**src/rtl/riscv_pkg.sv**
```systemverilog
// Shared RISC-V front-end definitions: data widths, the fetch-buffer entry
// layout, the default reset PC and small PC helper functions.
package riscv_pkg;

  localparam int XLEN    = 32;
  localparam int INSTR_W = 32;

  // Default first fetch address after reset
  localparam logic [XLEN-1:0] RESET_PC_DEFAULT = 32'h0000_0000;

  // One decode-side buffer entry: the fetched word and the address it came from
  typedef struct packed {
    logic [INSTR_W-1:0] instr;
    logic [XLEN-1:0]    pc;
  } fetch_entry_t;

  // Sequential next PC; wraps naturally from 32'hFFFF_FFFC to 0
  function automatic logic [XLEN-1:0] pc_plus4(input logic [XLEN-1:0] pc);
    return pc + XLEN'(4);
  endfunction

  // Force a target onto a word boundary
  function automatic logic [XLEN-1:0] align_pc(input logic [XLEN-1:0] pc);
    return {pc[XLEN-1:2], 2'b00};
  endfunction

endpackage

```
**src/rtl/fetch_fifo.sv**
```systemverilog
// Small synchronous FIFO holding fetched {instr, pc} entries for decode.
// Flush empties it in one cycle and wins over push and pop. A push while
// full is only honoured together with a pop, so no entry is ever lost.
module fetch_fifo
  import riscv_pkg::*;
#(
  parameter int DEPTH = 2
) (
  input  logic                         clk,
  input  logic                         rst_n,
  input  logic                         flush,
  input  logic                         push,
  input  fetch_entry_t                 push_data,
  input  logic                         pop,
  output fetch_entry_t                 head,
  output logic                         empty,
  output logic [$clog2(DEPTH+1)-1:0]   count
);

  localparam int PTR_W = $clog2(DEPTH);
  localparam int CNT_W = $clog2(DEPTH + 1);

  fetch_entry_t     r_mem [DEPTH];
  logic [PTR_W-1:0] r_rd_ptr;
  logic [PTR_W-1:0] r_wr_ptr;
  logic [CNT_W-1:0] r_count;

  logic w_full;
  logic w_do_push;
  logic w_do_pop;

  // Pointers wrap at DEPTH, which need not be a power of two
  function automatic logic [PTR_W-1:0] ptr_inc(input logic [PTR_W-1:0] p);
    return (p == PTR_W'(DEPTH - 1)) ? '0 : p + PTR_W'(1);
  endfunction

  assign w_full    = (r_count == CNT_W'(DEPTH));
  assign empty     = (r_count == '0);
  assign count     = r_count;
  assign head      = r_mem[r_rd_ptr];
  assign w_do_pop  = pop && !empty && !flush;
  assign w_do_push = push && (!w_full || w_do_pop) && !flush;

  // Entry storage: written on an accepted push, contents need no reset
  always_ff @(posedge clk) begin
    if (w_do_push) begin
      r_mem[r_wr_ptr] <= push_data;
    end
  end

  // Pointer and occupancy bookkeeping; flush returns to the empty state
  always_ff @(posedge clk or negedge rst_n) begin
    if (!rst_n) begin
      r_rd_ptr <= '0;
      r_wr_ptr <= '0;
      r_count  <= '0;
    end else if (flush) begin
      r_rd_ptr <= '0;
      r_wr_ptr <= '0;
      r_count  <= '0;
    end else begin
      if (w_do_push) begin
        r_wr_ptr <= ptr_inc(r_wr_ptr);
      end
      if (w_do_pop) begin
        r_rd_ptr <= ptr_inc(r_rd_ptr);
      end
      if (w_do_push && !w_do_pop) begin
        r_count <= r_count + CNT_W'(1);
      end else if (w_do_pop && !w_do_push) begin
        r_count <= r_count - CNT_W'(1);
      end
    end
  end

endmodule

```
**src/rtl/fetch_stage.sv**
```systemverilog
// Instruction fetch stage: owns the fetch PC, issues at most one request to
// instruction memory at a time, buffers in-order responses for decode and
// handles branch/jump redirects (flush plus discard of a response in flight).
// Optional feature macro: FETCH_MISALIGN_CHECK_EN -- when defined, a redirect
// to a non-word-aligned target raises a sticky fetch_misalign flag and halts
// fetching until the next aligned redirect; otherwise targets are silently
// word-aligned and fetch_misalign is tied low.
module fetch_stage
  import riscv_pkg::*;
#(
  parameter logic [XLEN-1:0] RESET_PC  = RESET_PC_DEFAULT,
  parameter int              BUF_DEPTH = 2
) (
  input  logic               clk,
  input  logic               rst_n,
  input  logic               redirect_valid,
  input  logic [XLEN-1:0]    redirect_pc,
  output logic               imem_req_valid,
  input  logic               imem_req_ready,
  output logic [XLEN-1:0]    imem_addr,
  input  logic               imem_rsp_valid,
  input  logic [INSTR_W-1:0] imem_rdata,
  output logic               id_valid,
  input  logic               id_ready,
  output logic [INSTR_W-1:0] id_instr,
  output logic [XLEN-1:0]    id_pc,
  output logic               fetch_misalign
);

  localparam int CNT_W = $clog2(BUF_DEPTH + 1);

  logic [XLEN-1:0] r_pc;
  logic [XLEN-1:0] r_req_pc;
  logic            r_outstanding;
  logic            r_discard;

  logic             w_rsp_fire;
  logic             w_req_fire;
  logic             w_push;
  logic             w_pop;
  logic             w_empty;
  logic             w_halted;
  logic [CNT_W-1:0] w_count;
  logic [CNT_W:0]   w_occupancy;
  logic [XLEN-1:0]  w_redirect_target;
  fetch_entry_t     w_push_data;
  fetch_entry_t     w_head;

`ifdef FETCH_MISALIGN_CHECK_EN
  logic r_misalign_halt;
  logic w_redirect_bad;

  assign w_redirect_target = redirect_pc;
  assign w_redirect_bad    = (redirect_pc[1:0] != 2'b00);
  assign w_halted          = r_misalign_halt;
  assign fetch_misalign    = r_misalign_halt;

  // Sticky misalignment flag doubles as the halt: set by a misaligned
  // redirect, cleared only by the next aligned one
  always_ff @(posedge clk or negedge rst_n) begin
    if (!rst_n) begin
      r_misalign_halt <= 1'b0;
    end else if (redirect_valid) begin
      r_misalign_halt <= w_redirect_bad;
    end
  end
`else
  assign w_redirect_target = align_pc(redirect_pc);
  assign w_halted          = 1'b0;
  assign fetch_misalign    = 1'b0;
`endif

  // A response only counts while a request is actually outstanding; this also
  // ignores anything arriving during reset
  assign w_rsp_fire = imem_rsp_valid && r_outstanding;

  // Entries already buffered plus the one that may still come back
  assign w_occupancy = {1'b0, w_count} + (CNT_W + 1)'(r_outstanding);

  // Issue only when the single request slot is (or is becoming) free, the
  // buffer can take the answer, no redirect is in progress and not halted
  assign imem_req_valid = rst_n
                       && (!r_outstanding || w_rsp_fire)
                       && (w_occupancy < (CNT_W + 1)'(BUF_DEPTH))
                       && !redirect_valid
                       && !w_halted;
  assign imem_addr  = r_pc;
  assign w_req_fire = imem_req_valid && imem_req_ready;

  // A redirect in the same cycle as a response drops that response
  assign w_push      = w_rsp_fire && !r_discard && !redirect_valid;
  assign w_push_data = '{instr: imem_rdata, pc: r_req_pc};
  assign w_pop       = id_valid && id_ready;

  // PC, outstanding-request tracking and discard of stale responses
  always_ff @(posedge clk or negedge rst_n) begin
    if (!rst_n) begin
      r_pc          <= RESET_PC;
      r_req_pc      <= '0;
      r_outstanding <= 1'b0;
      r_discard     <= 1'b0;
    end else if (redirect_valid) begin
      r_pc <= w_redirect_target;
      // A response still on its way belongs to the old path: keep the slot
      // busy but mark it for dropping. One arriving now is simply dropped.
      r_outstanding <= r_outstanding && !imem_rsp_valid;
      r_discard     <= r_outstanding && !imem_rsp_valid;
    end else begin
      if (w_rsp_fire) begin
        r_outstanding <= 1'b0;
        r_discard     <= 1'b0;
      end
      // A new accept in the same cycle as a response re-arms the slot
      if (w_req_fire) begin
        r_outstanding <= 1'b1;
        r_req_pc      <= r_pc;
        r_pc          <= pc_plus4(r_pc);
      end
    end
  end

  fetch_fifo #(
    .DEPTH(BUF_DEPTH)
  ) u_fifo (
    .clk       (clk),
    .rst_n     (rst_n),
    .flush     (redirect_valid),
    .push      (w_push),
    .push_data (w_push_data),
    .pop       (w_pop),
    .head      (w_head),
    .empty     (w_empty),
    .count     (w_count)
  );

  assign id_valid = !w_empty;
  assign id_instr = w_head.instr;
  assign id_pc    = w_head.pc;

endmodule
```
**config.mk**
```make
export PLATFORM = sky130hd
export DESIGN_NAME = fetch_stage
export DESIGN_NICKNAME = d
export VERILOG_FILES = /design/src/rtl/riscv_pkg.sv /design/src/rtl/fetch_fifo.sv /design/src/rtl/fetch_stage.sv
export SDC_FILE = /design/constraint.sdc
export NUM_CORES = 1
export LEC_CHECK = 0
export CAP_MARGIN = 10
export CORE_MARGIN = 3
export CORE_UTILIZATION = 48
export DETAILED_ROUTE_END_ITERATION = 16
export PLACE_DENSITY = 0.76
export REMOVE_ABC_BUFFERS = 1
export SLEW_MARGIN = 0
export SYNTH_ARGS = -nofsm -noshare
export SYNTH_HDL_FRONTEND = slang
export SYNTH_SLANG_ARGS = --single-unit
```
**constraint.sdc**
```tcl
create_clock -name clk -period 7.8 [get_ports clk]
set_input_delay 1.56 -clock clk [delete_from_list [all_inputs] [get_ports clk]]
set_output_delay 1.56 -clock clk [all_outputs]
set_load 0.02 [all_outputs]
```
==> metrics.md, run 1 <==
| Metric | Value |
|---|---|
| Overall power | `2.323 mW` |
| Cell taking the most area after synthesis | `edfxtp_1` |
| Final WL | `17.41 mm` |
| Switching share of power | `24.74%` |
| WHS Endpoint | `u_fifo.r_mem[1][19]$_DFFE_PP_` |
| Hold Crit Depth | `0` |
| Post-DP HPWL | `11.35 mm` |
| Unique masters post-synth | `60` |
| R2R cell count | `4` |
| Core Area | `16120 um2` |
| Clk pwr share | `36.0%` |
| Cell area after layout | `10390 um2` |
| Worst hold path class | `reg -> reg` |
| Yosys warns | `0` |
| Setup bufs post-CTS | `0` |
| Layout Nets | `813` |
| Leakage power | `3.782 nW` |
| Worst-path cell chain | `buf_2, buf_4, inv_1, a2111oi_0, clkdlybuf4s50_1` |
| Number of global-route vias before repair | `5370` |
| First-pass GRT wire length | `27.68 mm` |
| R2r startpoint | `imem_addr[6]$_DFFE_PN0P_` |
| Share of power burned in registers | `52.4%` |
| Clock-pin slew on the worst setup and hold paths | `0.07 ns` |
| Worst slew pin tran | `0.8876 ns` |
| Top-count cell post-synth | `edfxtp_1` |
| IO Count | `169` |
| Largest net degree at the start of global routing | `69` |
| Clock Latency Late Sink | `0.43 ns` |
| Layout cells sized above 1 | `15.89%` |
| Synth-to-layout area growth | `29.76%` |
| Vias | `5368` |
| H-tree level count | `4` |
| Main flop type after synthesis | `edfxtp_1` |
| Resized cells post-CTS | `0` |
| Slew Limit Fails | `0` |
| Synth cell count leaders | `edfxtp_1, nand2_1, dfrtp_1` |
| Post-synthesis register bit count | `190` |
| Status | `finished, final reports clean` |
| DRC | `0` |
| Initial Util | `49.70%` |
| Max-cap violations | `0` |
| Rel. slew slack | `40.83%` |
| Reg2reg setup slack | `5.43 ns` |
| Net Sw Power | `574.7 uW` |
| GR Overflow Total | `0` |
| Logic pwr share | `11.5%` |
| Post-CTS Hold Buffers | `0` |
| Top-area cell type share of the netlist area | `46.49%` |
| Worst stage delay on the critical path | `0.69 ns` |
| Total GRT Usage | `19.30%` |
| Final setup TNS | `0 ns` |
| Maximum vdd drop | `0.1497 mV` |
| CTS tree | `built` |
| Antenna violations before repair | `0` |
| CP Launch Point | `rst_n` |
| Worst-case clock buffer depth | `2` |
| Buffers and inverters on the worst path | `4` |
| FF-to-FF End | `imem_addr[31]$_DFFE_PN0P_` |
| Vert. Die Dim | `135.2 um` |
| Hold Fails Final Rpt | `0` |
| Critical Path Fanout Max | `68` |
| Pint | `1.748 mW` |
| PortBufs | `161` |
| PD cells | `223.5 nW/um2` |
| Rows | `46` |
| Root Driver | `clkbuf_16` |
| Critical path class | `in -> out` |
| Crit path capture type | `output pin` |
| Max Clk Rate | `197.4 MHz` |
| Die area | `18270 um2` |
| Syn_area_per_cell | `13.64 um2` |
| Synth top area cells | `edfxtp_1, dfrtp_1, mux2_2` |
| Mapped Area | `8009 um2` |
| Crit-path leading delay family | `buffers and inverters` |
| Width of the die | `135.2 um` |
| Via density | `5.528` |
| Sink Count | `190` |
| Diodes inserted | `0` |
| Worst clock skew | `0.008185 ns` |
| Drt first pass iters | `7` |
| Final ANT Viol Nets | `0` |
| Hold Path Origin | `r_req_pc[19]$_DFFE_PN0P_` |
| RePlAce Congestion | `0.8716` |
| Drt wl/cell | `17.93 um` |
| Sequential area share after synthesis | `67.11%` |
| # setup viols final | `0` |
| Syn Inst Count | `587` |
| Min Hold Slack | `0.4698 ns` |
| Cell Area, Placed | `9811 um2` |
| Total CTS buffers | `17` |
| CP required | `6.24 ns` |
| Minimum clock period after layout | `5.065 ns` |
| RSZ-0062 raised after global routing | `no` |
| EDFF count, synth | `124` |
| Asr flop ratio synth | `34.74%` |
| Final Cycle Share | `64.93%` |
| CP arrival | `3.50 ns` |
| Initial DRC Count | `391` |
| Crit start category | `input pin` |
| Slowest cell on the critical path | `clkdlybuf4s50_1` |
-- cell families after synthesis --
family	count (synthesis)	synth area share (%)
flops	190	67.11
simple gates	182	11.61
mux	78	10.76
compound gates	75	6.952
buf+inv	58	3.140
xor+xnor	2	0.2188
fa+ha+maj	1	0.1562
other cells	1	0.04682
-- flip-flops by register name, summed over array words and instances (netlist names) --
| signal | flops |
|---|---|
| r_outstanding | 1 |
| r_req_pc | 30 |
| u_fifo.r_rd_ptr | 1 |
| u_fifo.r_mem | 124 |
| u_fifo.count | 2 |
| r_discard | 1 |
| imem_addr | 30 |
| u_fifo.r_wr_ptr | 1 |
-- final cells by class --
class	instances	area (um2)
clock inverter	13	128.9
sequential	190	5376
fill	1234	5723
tap	216	270.3
clock buffer	19	452.9
multi-input combinational	343	2420
inverter	20	75.07
timing repair buffer	170	1669
-- stage by stage --
| step | cells | utilization [%] | worst slack, ns |
|---|---|---|---|
| finish | 971 | 64.49 | 2.735 |
| global route | 971 | 64.49 | 2.438 |
| CTS | 971 | 64.49 | 2.677 |
| detailed placement | 939 | 60.88 | 2.705 |
| global placement | 939 | 60.88 | 2.657 |
| floorplan | 553 | - | 0.7396 |
-- layout by cell type (no fill, tap or decap), types with 6 or more instances in the layout --
cell and n:
nand2_1 89, dfrtp_1 65, nor4_1 11, nor3_1 9
nand4_1 10, clkbuf_16 17, nor2_1 8, buf_4 9
or4_1 6, inv_1 20, mux2i_1 13, clkdlybuf4s50_1 159
o211ai_1 6, mux2_2 64, nand3_1 18, a221o_1 6
o21ai_0 20, edfxtp_1 124
-- worst max path at each step --
stage                                          endpoint  slack (ns)  depth (start not counted)
after global routing                     imem_req_valid        2.44                          5
after global placement                   imem_req_valid        2.66                          5
after CTS                                imem_req_valid        2.68                          5
after detailed placement                 imem_req_valid        2.71                          5
final                                    imem_req_valid        2.74                          5
after floorplan           u_fifo.r_mem[1][10]$_DFFE_PP_        0.74                          3
-- routing by layer --
metal	track usage, %	wire (um)
met2	31.25	8401
met3	4.012	1097
met1	26.55	7671
met5	0	0
met4	5.935	238
-- power groups by stage --
stage / clock network (mW) / logic (mW) / registers, mW
after floorplan: 0 / 0.113 / 1.24
after global placement: 0 / 0.263 / 1.23
after detailed placement: 0 / 0.269 / 1.24
after CTS: 0.854 / 0.271 / 1.22
after global routing: 0.896 / 0.292 / 1.23
final: 0.837 / 0.268 / 1.22
Note: power is estimated with default switching activity, not from simulation.
==> run 2, diff against run 1 <==
--- a/config.mk
+++ b/config.mk
@@ -7,7 +7,7 @@
 export LEC_CHECK = 0
 export CAP_MARGIN = 10
 export CORE_MARGIN = 3
-export CORE_UTILIZATION = 48
+export CORE_UTILIZATION = 46
 export DETAILED_ROUTE_END_ITERATION = 16
 export PLACE_DENSITY = 0.76
 export REMOVE_ABC_BUFFERS = 1
==> constraint.sdc (replaced) <==
create_clock -name clk -period 4.5 [get_ports clk]
set_input_delay 0.9 -clock clk [delete_from_list [all_inputs] [get_ports clk]]
set_output_delay 0.9 -clock clk [all_outputs]
set_load 0.02 [all_outputs]
==> metrics.md, run 2 (synthesis gave the netlist of run 1 again) <==
| Metric | Value |
|---|---|
| Status | `finished, final reports clean` |
| Width of the die | `138.0 um` |
| Placed instance count | `944` |
| Biggest register | `u_fifo.r_mem` |
| Max Clk Rate | `274.7 MHz` |
| CP arrival | `2.74 ns` |
| Worst hold path class | `reg -> reg` |
| Final WL | `18.12 mm` |
| DRC | `0` |
| Post-CTS Hold Buffers | `0` |
| RePlAce Congestion | `0.8536` |
| # setup viols final | `0` |
| H-tree level count | `4` |
| Resized cells post-CTS | `0` |
| Worst clock skew | `0.01246 ns` |
| Clock-pin slew on the worst setup and hold paths | `0.07 ns` |
| Drt first pass iters | `4` |
| Slew Limit Fails | `0` |
| Rel. slew slack | `34.12%` |
| Vert. Die Dim | `138.0 um` |
| Critical Path Sink | `imem_req_valid` |
| CP required | `3.60 ns` |
| Commonest non-fill, non-tap cell in the layout | `clkdlybuf4s50_1` |
| CP Launch Point | `imem_rsp_valid` |
| Crit start category | `input pin` |
| Overall power | `4.108 mW` |
| Filler Cell Count | `1307` |
| Setup bufs post-CTS | `0` |
| Worst-case clock buffer depth | `2` |
| FF-to-FF End | `imem_addr[13]$_DFFE_PN0P_` |
| Min Hold Slack | `0.4703 ns` |
| Initial Util | `47.62%` |
| CTS tree | `built` |
| PortBufs | `161` |
| Cell area after layout | `10450 um2` |
| Total GRT Usage | `19.50%` |
| First-pass GRT wire length | `28.27 mm` |
| Final Cycle Share | `80.90%` |
| Via density | `5.523` |
| Root Driver | `clkbuf_16` |
| Maximum vdd drop | `0.2718 mV` |
| Post-DP HPWL | `12.14 mm` |
| Largest net degree at the start of global routing | `67` |
| Cell Area, Placed | `9836 um2` |
| Worst slew pin tran | `0.9883 ns` |
| Critical Path Fanout Max | `5` |
| Layout Nets | `814` |
| Final ANT Viol Nets | `0` |
| RSZ-0062 raised after global routing | `no` |
| Vias | `5385` |
| R2r startpoint | `u_fifo.count[1]$_DFFE_PN0P_` |
| Drt wl/cell | `18.58 um` |
| Antenna violations before repair | `0` |
| Rows | `47` |
| Synth-to-layout area growth | `30.45%` |
| Clock Latency Late Sink | `0.43 ns` |
| Hold Fails Final Rpt | `0` |
| Max FFs per register | `124` |
| Layout cells sized above 1 | `15.89%` |
| PD cells | `393.2 nW/um2` |
| Crit path capture type | `output pin` |
| Number of global-route vias before repair | `5428` |
| Critical path class | `in -> out` |
| Leakage power | `3.793 nW` |
| Commonest non-fill, non-tap cells in the layout | `clkdlybuf4s50_1, edfxtp_1, nand2_1, dfrtp_1, mux2_2` |
| GR Overflow Total | `0` |
| Die area | `19030 um2` |
| Max-cap violations | `0` |
| IO Count | `169` |
| R2R cell count | `5` |
| Initial DRC Count | `396` |
| Total CTS buffers | `17` |
| Sink Count | `190` |
| Minimum clock period after layout | `3.641 ns` |
| Finished Layout Cells | `975` |
| Core Area | `16820 um2` |
| Reg2reg setup slack | `2.10 ns` |
| Diodes inserted | `0` |
-- run 2: worst max-delay path: stages --
cell and delay [ns]:
clkdlybuf4s50_1 0.53, nand2b_1 0.18, a2111oi_0 0.45, clkdlybuf4s50_1 0.68
-- run 2: worst min path at each step --
stage | start | endpoint | slack [ns] | cells after the start
after floorplan | r_req_pc[10]$_DFFE_PN0P_ | u_fifo.r_mem[0][10]$_DFFE_PP_ | 0.44 | 0
after global placement | r_req_pc[12]$_DFFE_PN0P_ | u_fifo.r_mem[1][12]$_DFFE_PP_ | 0.45 | 0
after detailed placement | r_req_pc[22]$_DFFE_PN0P_ | u_fifo.r_mem[1][22]$_DFFE_PP_ | 0.45 | 0
after CTS | r_req_pc[22]$_DFFE_PN0P_ | u_fifo.r_mem[1][22]$_DFFE_PP_ | 0.47 | 0
after global routing | r_req_pc[21]$_DFFE_PN0P_ | u_fifo.r_mem[1][21]$_DFFE_PP_ | 0.48 | 0
final | r_req_pc[22]$_DFFE_PN0P_ | u_fifo.r_mem[1][22]$_DFFE_PP_ | 0.47 | 0
-- run 2: per-stage QoR --
stage,setup slack (ns),TNS [ns],util (%)
finish,0.8594,0,62.12
global placement,0.8316,0,58.48
CTS,0.8422,0,62.12
global route,0.7622,0,62.12
detailed placement,0.8780,0,58.48
floorplan,-1.900,-213.04,-
-- run 2: layout make-up --
| cell class | instances | area (um2) | share of cell area [%] |
|---|---|---|---|
| sequential | 190 | 5376 | 51.46 |
| multi-input combinational | 343 | 2420 | 23.16 |
| timing repair buffer | 171 | 1689 | 16.17 |
| clock buffer | 17 | 425.4 | 4.072 |
| tap | 220 | 275.3 | 2.635 |
| clock inverter | 14 | 186.4 | 1.784 |
| inverter | 20 | 75.07 | 0.7186 |
-- run 2: power by group --
part | internal [mW] | switching [mW] | leakage (nW)
clock network | 0.882 | 0.647 | 0.283
logic | 0.225 | 0.242 | 1.56
registers | 2.00 | 0.110 | 1.95
total | 3.11 | 0.999 | 3.79
-- run 2: metal layers --
metal | GRT usage (%) | vias up | share of wire (%)
met4 | 6.970 | 0 | 1.2
met5 | 0 | - | 0
met3 | 4.790 | 20 | 6.7
li1 | - | 2513 | -
met1 | 25.19 | 2669 | 43
met2 | 32.27 | 183 | 49
==> run 3, diff against run 2 <==
==> constraint.sdc (replaced) <==
create_clock -name clk -period 3.3 [get_ports clk]
set_input_delay 0.66 -clock clk [delete_from_list [all_inputs] [get_ports clk]]
set_output_delay 0.66 -clock clk [all_outputs]
set_load 0.02 [all_outputs]
==> metrics.md, run 3 (synthesis gave the netlist of run 1 again) <==
| Metric | Value |
|---|---|
| Post-DP HPWL | `12.30 mm` |
| Commonest non-fill, non-tap cells in the layout | `clkdlybuf4s50_1, edfxtp_1, nand2_1, dfrtp_1, mux2_2` |
| Final setup TNS | `0 ns` |
| Leakage power | `3.827 nW` |
| Die area | `19030 um2` |
| Vert. Die Dim | `138.0 um` |
| Initial DRC Count | `348` |
| Final Cycle Share | `92.47%` |
| Overall power | `5.581 mW` |
| Via density | `5.511` |
| Rel. slew slack | `39.36%` |
| Largest net degree at the start of global routing | `66` |
| Place WS | `0.2775 ns` |
| Slew Limit Fails | `0` |
| Final ANT Viol Nets | `0` |
| Setup ws final | `0.2485 ns` |
| GR Overflow Total | `0` |
| Drt first pass iters | `5` |
| Clock Latency Late Sink | `0.42 ns` |
| RePlAce Congestion | `0.8324` |
| Max FFs per register | `124` |
| Root Driver | `clkbuf_16` |
| First-pass GRT wire length | `28.55 mm` |
| Diodes inserted | `0` |
| Core Area | `16820 um2` |
| Layout cells sized above 1 | `16.23%` |
| Placed instance count | `952` |
| Setup bufs post-CTS | `0` |
| Register area | `5376 um2` |
| Minimum clock period after layout | `3.051 ns` |
| Maximum vdd drop | `0.3514 mV` |
| DRC | `0` |
| CP required | `2.64 ns` |
| Area occupied by multi-input gates | `2420 um2` |
| Max-cap violations | `0` |
| Filler Cell Count | `1299` |
| Status | `finished, final reports clean` |
| Max Clk Rate | `327.7 MHz` |
| Worst hold path class | `in -> async` |
| RSZ-0062 raised after global routing | `no` |
| Sink Count | `190` |
| Biggest register | `u_fifo.r_mem` |
| Hold Fails Final Rpt | `0` |
| PD cells | `532.0 nW/um2` |
| PortBufs | `161` |
| Commonest non-fill, non-tap cell in the layout | `clkdlybuf4s50_1` |
| Final WL | `18.34 mm` |
| Synth-to-layout area growth | `30.98%` |
| Layout Nets | `822` |
| Vias | `5423` |
| Crit start category | `input pin` |
| Critical path class | `in -> out` |
| Clock-pin slew on the worst setup and hold paths | `0.07 ns` |
| Worst slew pin tran | `0.9096 ns` |
| Number of global-route vias before repair | `5499` |
| CP arrival | `2.39 ns` |
| # setup viols final | `0` |
| CTS tree | `built` |
| Finished Layout Cells | `984` |
| Post-CTS Hold Buffers | `0` |
| Width of the die | `138.0 um` |
| Total CTS buffers | `17` |
| Antenna violations before repair | `0` |
| Critical Path Fanout Max | `4` |
| Rows | `47` |
| Worst clock skew | `0.008671 ns` |
| Worst-case clock buffer depth | `2` |
| Crit path capture type | `output pin` |
| Initial Util | `47.62%` |
| R2R cell count | `4` |
| H-tree level count | `4` |
| IO Count | `169` |
| Resized cells post-CTS | `0` |
| Total GRT Usage | `19.52%` |
| Drt wl/cell | `18.64 um` |
run 3: routing by layer:
layer	vias to the layer above	global-route usage, %	share of wire [%]	routed length [um]
met5	-	0	0	0
met4	0	6.422	1.2	216
met3	21	4.209	6.6	1213
met2	198	32.40	49	8983
met1	2676	25.75	43	7930
li1	2528	-	-	-
run 3: area by class of cell:
cell class / instances / area share [%]
clock buffers: 17 / 4.055
clock inverters: 15 / 1.610
inverters: 20 / 0.7156
multi-input cells: 343 / 23.07
flip-flops and latches: 190 / 51.25
well taps: 220 / 2.624
repair buffers: 179 / 16.67
run 3: critical path, stage by stage:
cell,delay [ns]
clkdlybuf4s50_1,0.53
nand2b_1,0.11
a2111oi_0,0.41
clkdlybuf4s50_1,0.68
run 3: power breakdown:
group | total, mW | switching [mW] | internal, mW
registers | 2.87 | 0.144 | 2.73
clock network | 2.06 | 0.865 | 1.19
logic | 0.652 | 0.339 | 0.313
run 3: worst paths after layout:
kind / start / to / slack [ns]
max in group asynchronous: rst_n / u_fifo.r_rd_ptr$_DFFE_PN0P_ / 2.13
hold / removal: rst_n / r_discard$_DFFE_PN0P_ / 0.04
setup / recovery: imem_rsp_valid / imem_req_valid / 0.25
setup reg to reg: imem_addr[7]$_DFFE_PN0P_ / imem_addr[31]$_DFFE_PN0P_ / 0.92
hold reg to reg: r_req_pc[17]$_DFFE_PN0P_ / u_fifo.r_mem[1][17]$_DFFE_PP_ / 0.47
min in group clk: r_req_pc[17]$_DFFE_PN0P_ / u_fifo.r_mem[1][17]$_DFFE_PP_ / 0.47
run 3: metrics by stage:
stage | util [%] | hold slack [ns] | instance area, um2
2_1_floorplan | - | 0.3644 | 7848
3_3_place_gp | 58.84 | 0.4501 | 9896
3_5_place_dp | 58.84 | 0.4564 | 9896
4_1_cts | 62.37 | 0.02011 | 10490
5_1_grt | 62.37 | 0.01512 | 10490
6_report | 62.37 | 0.03521 | 10490
==> RTL edit 1, RTL diff (flow settings as in run 2) <==
`XLEN`: 32 -> 28.
--- a/src/rtl/riscv_pkg.sv
+++ b/src/rtl/riscv_pkg.sv
@@ -3,5 +3,5 @@
 package riscv_pkg;
 
-  localparam int XLEN    = 32;
+  localparam int XLEN    = 28;
   localparam int INSTR_W = 32;
 
Ports: changed (resized id_pc, imem_addr and redirect_pc); port bits go from 169 to 157. The function was not compared with the original's and may differ.
==> RTL edit 1 against run 2 <==
- setup slack improved by 29 ps
- critical endpoint unchanged
- routed wire length decreased by 15%
- sequential cell count decreased by 16
- highest routed layer unchanged
- final area decreased by 10%
- critical path type unchanged
- combinational power decreased by 15%
- total power decreased by 9.9%
- clock skew about the same
- worst hold slack got worse by 2.7 ps
- synthesized area decreased by 11%
==> RTL edit 1: results (changes against run 2) <==
The logs give 12.1 ps (-0.391 ps) for the final clock skew and 14800 um2 (-12%) for the total core area. The tools report the capture endpoint of the worst hold path as u_fifo.r_mem[1][15]. For the number of multi-input combinational cells in the layout, the log shows 310 (-9.6%). The fraction of registers with async set/reset came out at 33.3% (-1.4 points).

The run gives 1.38 mW (-9.8%) as the total clock network power. The multi-input combinational area share came out at 21.7% (-1.5 points). The commonest cells after synthesis are sky130_fd_sc_hd__edfxtp_1 (116), sky130_fd_sc_hd__nand2_1 (103), sky130_fd_sc_hd__dfrtp_1 (58), sky130_fd_sc_hd__mux2_2 (58), sky130_fd_sc_hd__o21ai_0 (25). Number of inserted filler cells in the final layout: 1155 (-12%).

The leakage power figure was 3.49 nW (-8.0%). The post-synthesis sequential area ratio came out at 69.4% (+2.2 points). The tools report the overall global routing resource usage as 18.3% (-1.2 points). For the top achievable clock speed, the log shows 277 MHz (+0.80%). The arrival time of data at the critical path endpoint is 2710 ps (-30 ps), and the number of flip-flops in the largest register is 116 (-6.5%). Transition time at the pin with the least slew margin: 942 ps (-46.6 ps). The logs give 51 (-15%) for the number of distinct standard cells referenced by the synthesized netlist and 20 (+3) for the clock tree buffer count of the final layout.

The first-iteration detailed-routing DRC count is 274 (-31%). The number of port buffers is 149 (-7.5%). The post-DP HPWL came out at 10.0 mm (-17%).

The number of cells on the worst reg-to-reg path is 6 (+1), and the final cell count without fillers is 869 (-11%). Global placer's final weighted congestion: 0.834 (-2.3%). The adder-cell share of the synthesized area was 0.176% (+0.020 points). The share of the core filled with cells in the final layout is 63.3% (+1.2 points), and the maximum vdd ir drop is 0.250 mV (-7.9%).

The relative area of clock buffers and inverters in the final design came out at 6.06% (+0.20 points). The flow ran to the end, and the final reports show no timing, DRC or antenna violations. The fraction of synthesized cell area in xor and xnor cells works out to 0.492% (+0.27 points).

The placement-stage cell area was 8790 um2 (-11%). The number of non-clock buffers is 160 (-6.4%). By area the synthesized netlist is led by sky130_fd_sc_hd__edfxtp_1 (49%), sky130_fd_sc_hd__dfrtp_1 (20%), sky130_fd_sc_hd__mux2_2 (9.2%).

For the minimum setup slack after placement, the log shows 895 ps (+16.9 ps). The run gives 739 (-9.2%) as the final net count. The average cell area after synthesis came out at 13.7 um2 (+0.66%).
## RTL edit 1: cell count changes in the layout (fill, tap and decap cells not counted), moves of 6 or more
cell and change:
sky130_fd_sc_hd__edfxtp_1 -8, sky130_fd_sc_hd__nor2_1 +10, sky130_fd_sc_hd__inv_1 -11, sky130_fd_sc_hd__dfrtp_1 -8, sky130_fd_sc_hd__clkdlybuf4s50_1 -11, sky130_fd_sc_hd__mux2_2 -6
sky130_fd_sc_hd__a221o_1 -6, sky130_fd_sc_hd__nor4_1 -9, sky130_fd_sc_hd__or4_1 -6, sky130_fd_sc_hd__nand2_1 +14, sky130_fd_sc_hd__mux2i_1 -11, sky130_fd_sc_hd__nor3_1 -7
sky130_fd_sc_hd__o311ai_1 +6
## RTL edit 1: routing by layer
layer	global-route usage, %	vias to the layer above	share of wire [%]
li1	-	2199	-
met1	24.5	2268	44
met2	29.3	168	48
met3	4.63	16	7.4
met4	6.11	0	1.0
met5	0	-	0
==> RTL edit 2, RTL diff (config.mk and constraints of run 2) <==
Made on the original files. Add a define of `FETCH_MISALIGN_CHECK_EN`.
--- a/src/rtl/fetch_stage.sv
+++ b/src/rtl/fetch_stage.sv
@@ -6,4 +6,6 @@
 // fetching until the next aligned redirect; otherwise targets are silently
 // word-aligned and fetch_misalign is tied low.
+`define FETCH_MISALIGN_CHECK_EN
+
 module fetch_stage
   import riscv_pkg::*;
Check against the original RTL: not equivalent (a bounded check fails within 4 cycles, from zero or initial values and one cycle with rst_n low).
==> RTL edit 2 against run 2 <==
- final area is 2.0% higher
- clock power down 5%
- sequential cell count is 9 higher
- critical path depth is the same
- routed wire length rose by 3.2%
- utilization shrank 0.69 points
- setup slack gained 110 ps
- total power shrank 0.80%
- register-to-register slack worse by 110 ps
- sequential power increased by 6%
- synthesized area is 2.4% higher
- non-clock buffer count is 7 higher
- count of clock-buffer cells in the layout up 2
- synthesized cell count grew 1.7%
- critical endpoint unchanged
==> RTL edit 2: results (changes against run 2) <==
Via count of the first global-routing pass: 5553 (+2.3%). The post-synthesis mux area share was 9.58% (-1.2 points). The run finished with clean final reports. The run gives 68.6% (+1.4 points) as the post-synthesis sequential area ratio. The fraction of the mapped netlist area in compound gates is 6.56% (-0.39 points), and the largest stage delay on the critical path is 630 ps (-50 ps). The ratio of cells with drive above 1 in the final layout works out to 15.4% (-0.45 points). The met3 usage came out at 4.54% (-0.25 points). The power per standard cell area came out at 382 nW/um2 (-2.8%).

The run gives 1002 (+2.8%) as the final cell count without fillers. The number of enable flip-flop cells after synthesis is 128 (+3.2%), and the final routed wirelength across all metal layers is 18.7 mm (+3.2%). The first-iteration detailed-routing DRC count was 383 (-3.3%); the multi-input combinational area share was 22.5% (-0.64 points). For the number of inserted filler cells in the final layout, the log shows 1329 (+1.7%). For the overall global routing resource usage, the log shows 19.5% (+0.035 points).

The relative max-transition margin is 37.4% (+3.3 points), and the placement-stage cell area is 10100 um2 (+2.7%). The total length of routed met3 wires is 1.20 mm (-0.99%), and the routed via count divided by cell count is 5.47 (-1.0%). Number of iterations in the first detailed-routing pass: 5 (+1).

The number of cells on the worst reg-to-reg path was 4 (-1); the length of routed met2 wiring was 8.90 mm (+0.47%). The commonest cells after synthesis are sky130_fd_sc_hd__edfxtp_1 (128), sky130_fd_sc_hd__nand2_1 (103), sky130_fd_sc_hd__dfrtp_1 (71). The logs give 66 (-1.5%) for the largest net degree at the start of global routing and 995 ps (+117 ps) for the minimum setup slack after placement. The run gives 0.818 (-4.2%) as the global placer's final weighted congestion.

The logs give 12.5 mm (+3.1%) for the post-DP HPWL and 970 (+2.8%) for the number of cells after detailed placement. The power attributed to combinational cells was 0.386 mW (-18%); the clock network power share was 35.8% (-1.4 points). The final net count is 835 (+2.6%), and the maximum vdd ir drop is 0.293 mV (+7.9%).
RTL edit 2: cell count changes after synthesis, moves of 7 or more:
cell	run 2	this run
sky130_fd_sc_hd__nor4_1	11	2
sky130_fd_sc_hd__mux2i_1	13	2
sky130_fd_sc_hd__a31oi_1	5	16
sky130_fd_sc_hd__nand3_1	18	11
sky130_fd_sc_hd__inv_1	20	10
sky130_fd_sc_hd__nand2_1	89	103
sky130_fd_sc_hd__nor2_1	8	28
sky130_fd_sc_hd__o31ai_1	1	9
RTL edit 2: worst paths after layout:
check | from | end | slack [ps]
max | imem_rsp_valid | imem_req_valid | 970
min | rst_n | u_fifo.count[1] | 400
min reg2reg | r_req_pc[14] | u_fifo.r_mem[1][14] | 470
min in group clk | r_req_pc[14] | u_fifo.r_mem[1][14] | 470
max reg2reg | u_fifo.count[1] | imem_addr[27] | 1990
max in group asynchronous | rst_n | u_fifo.r_rd_ptr | 3150
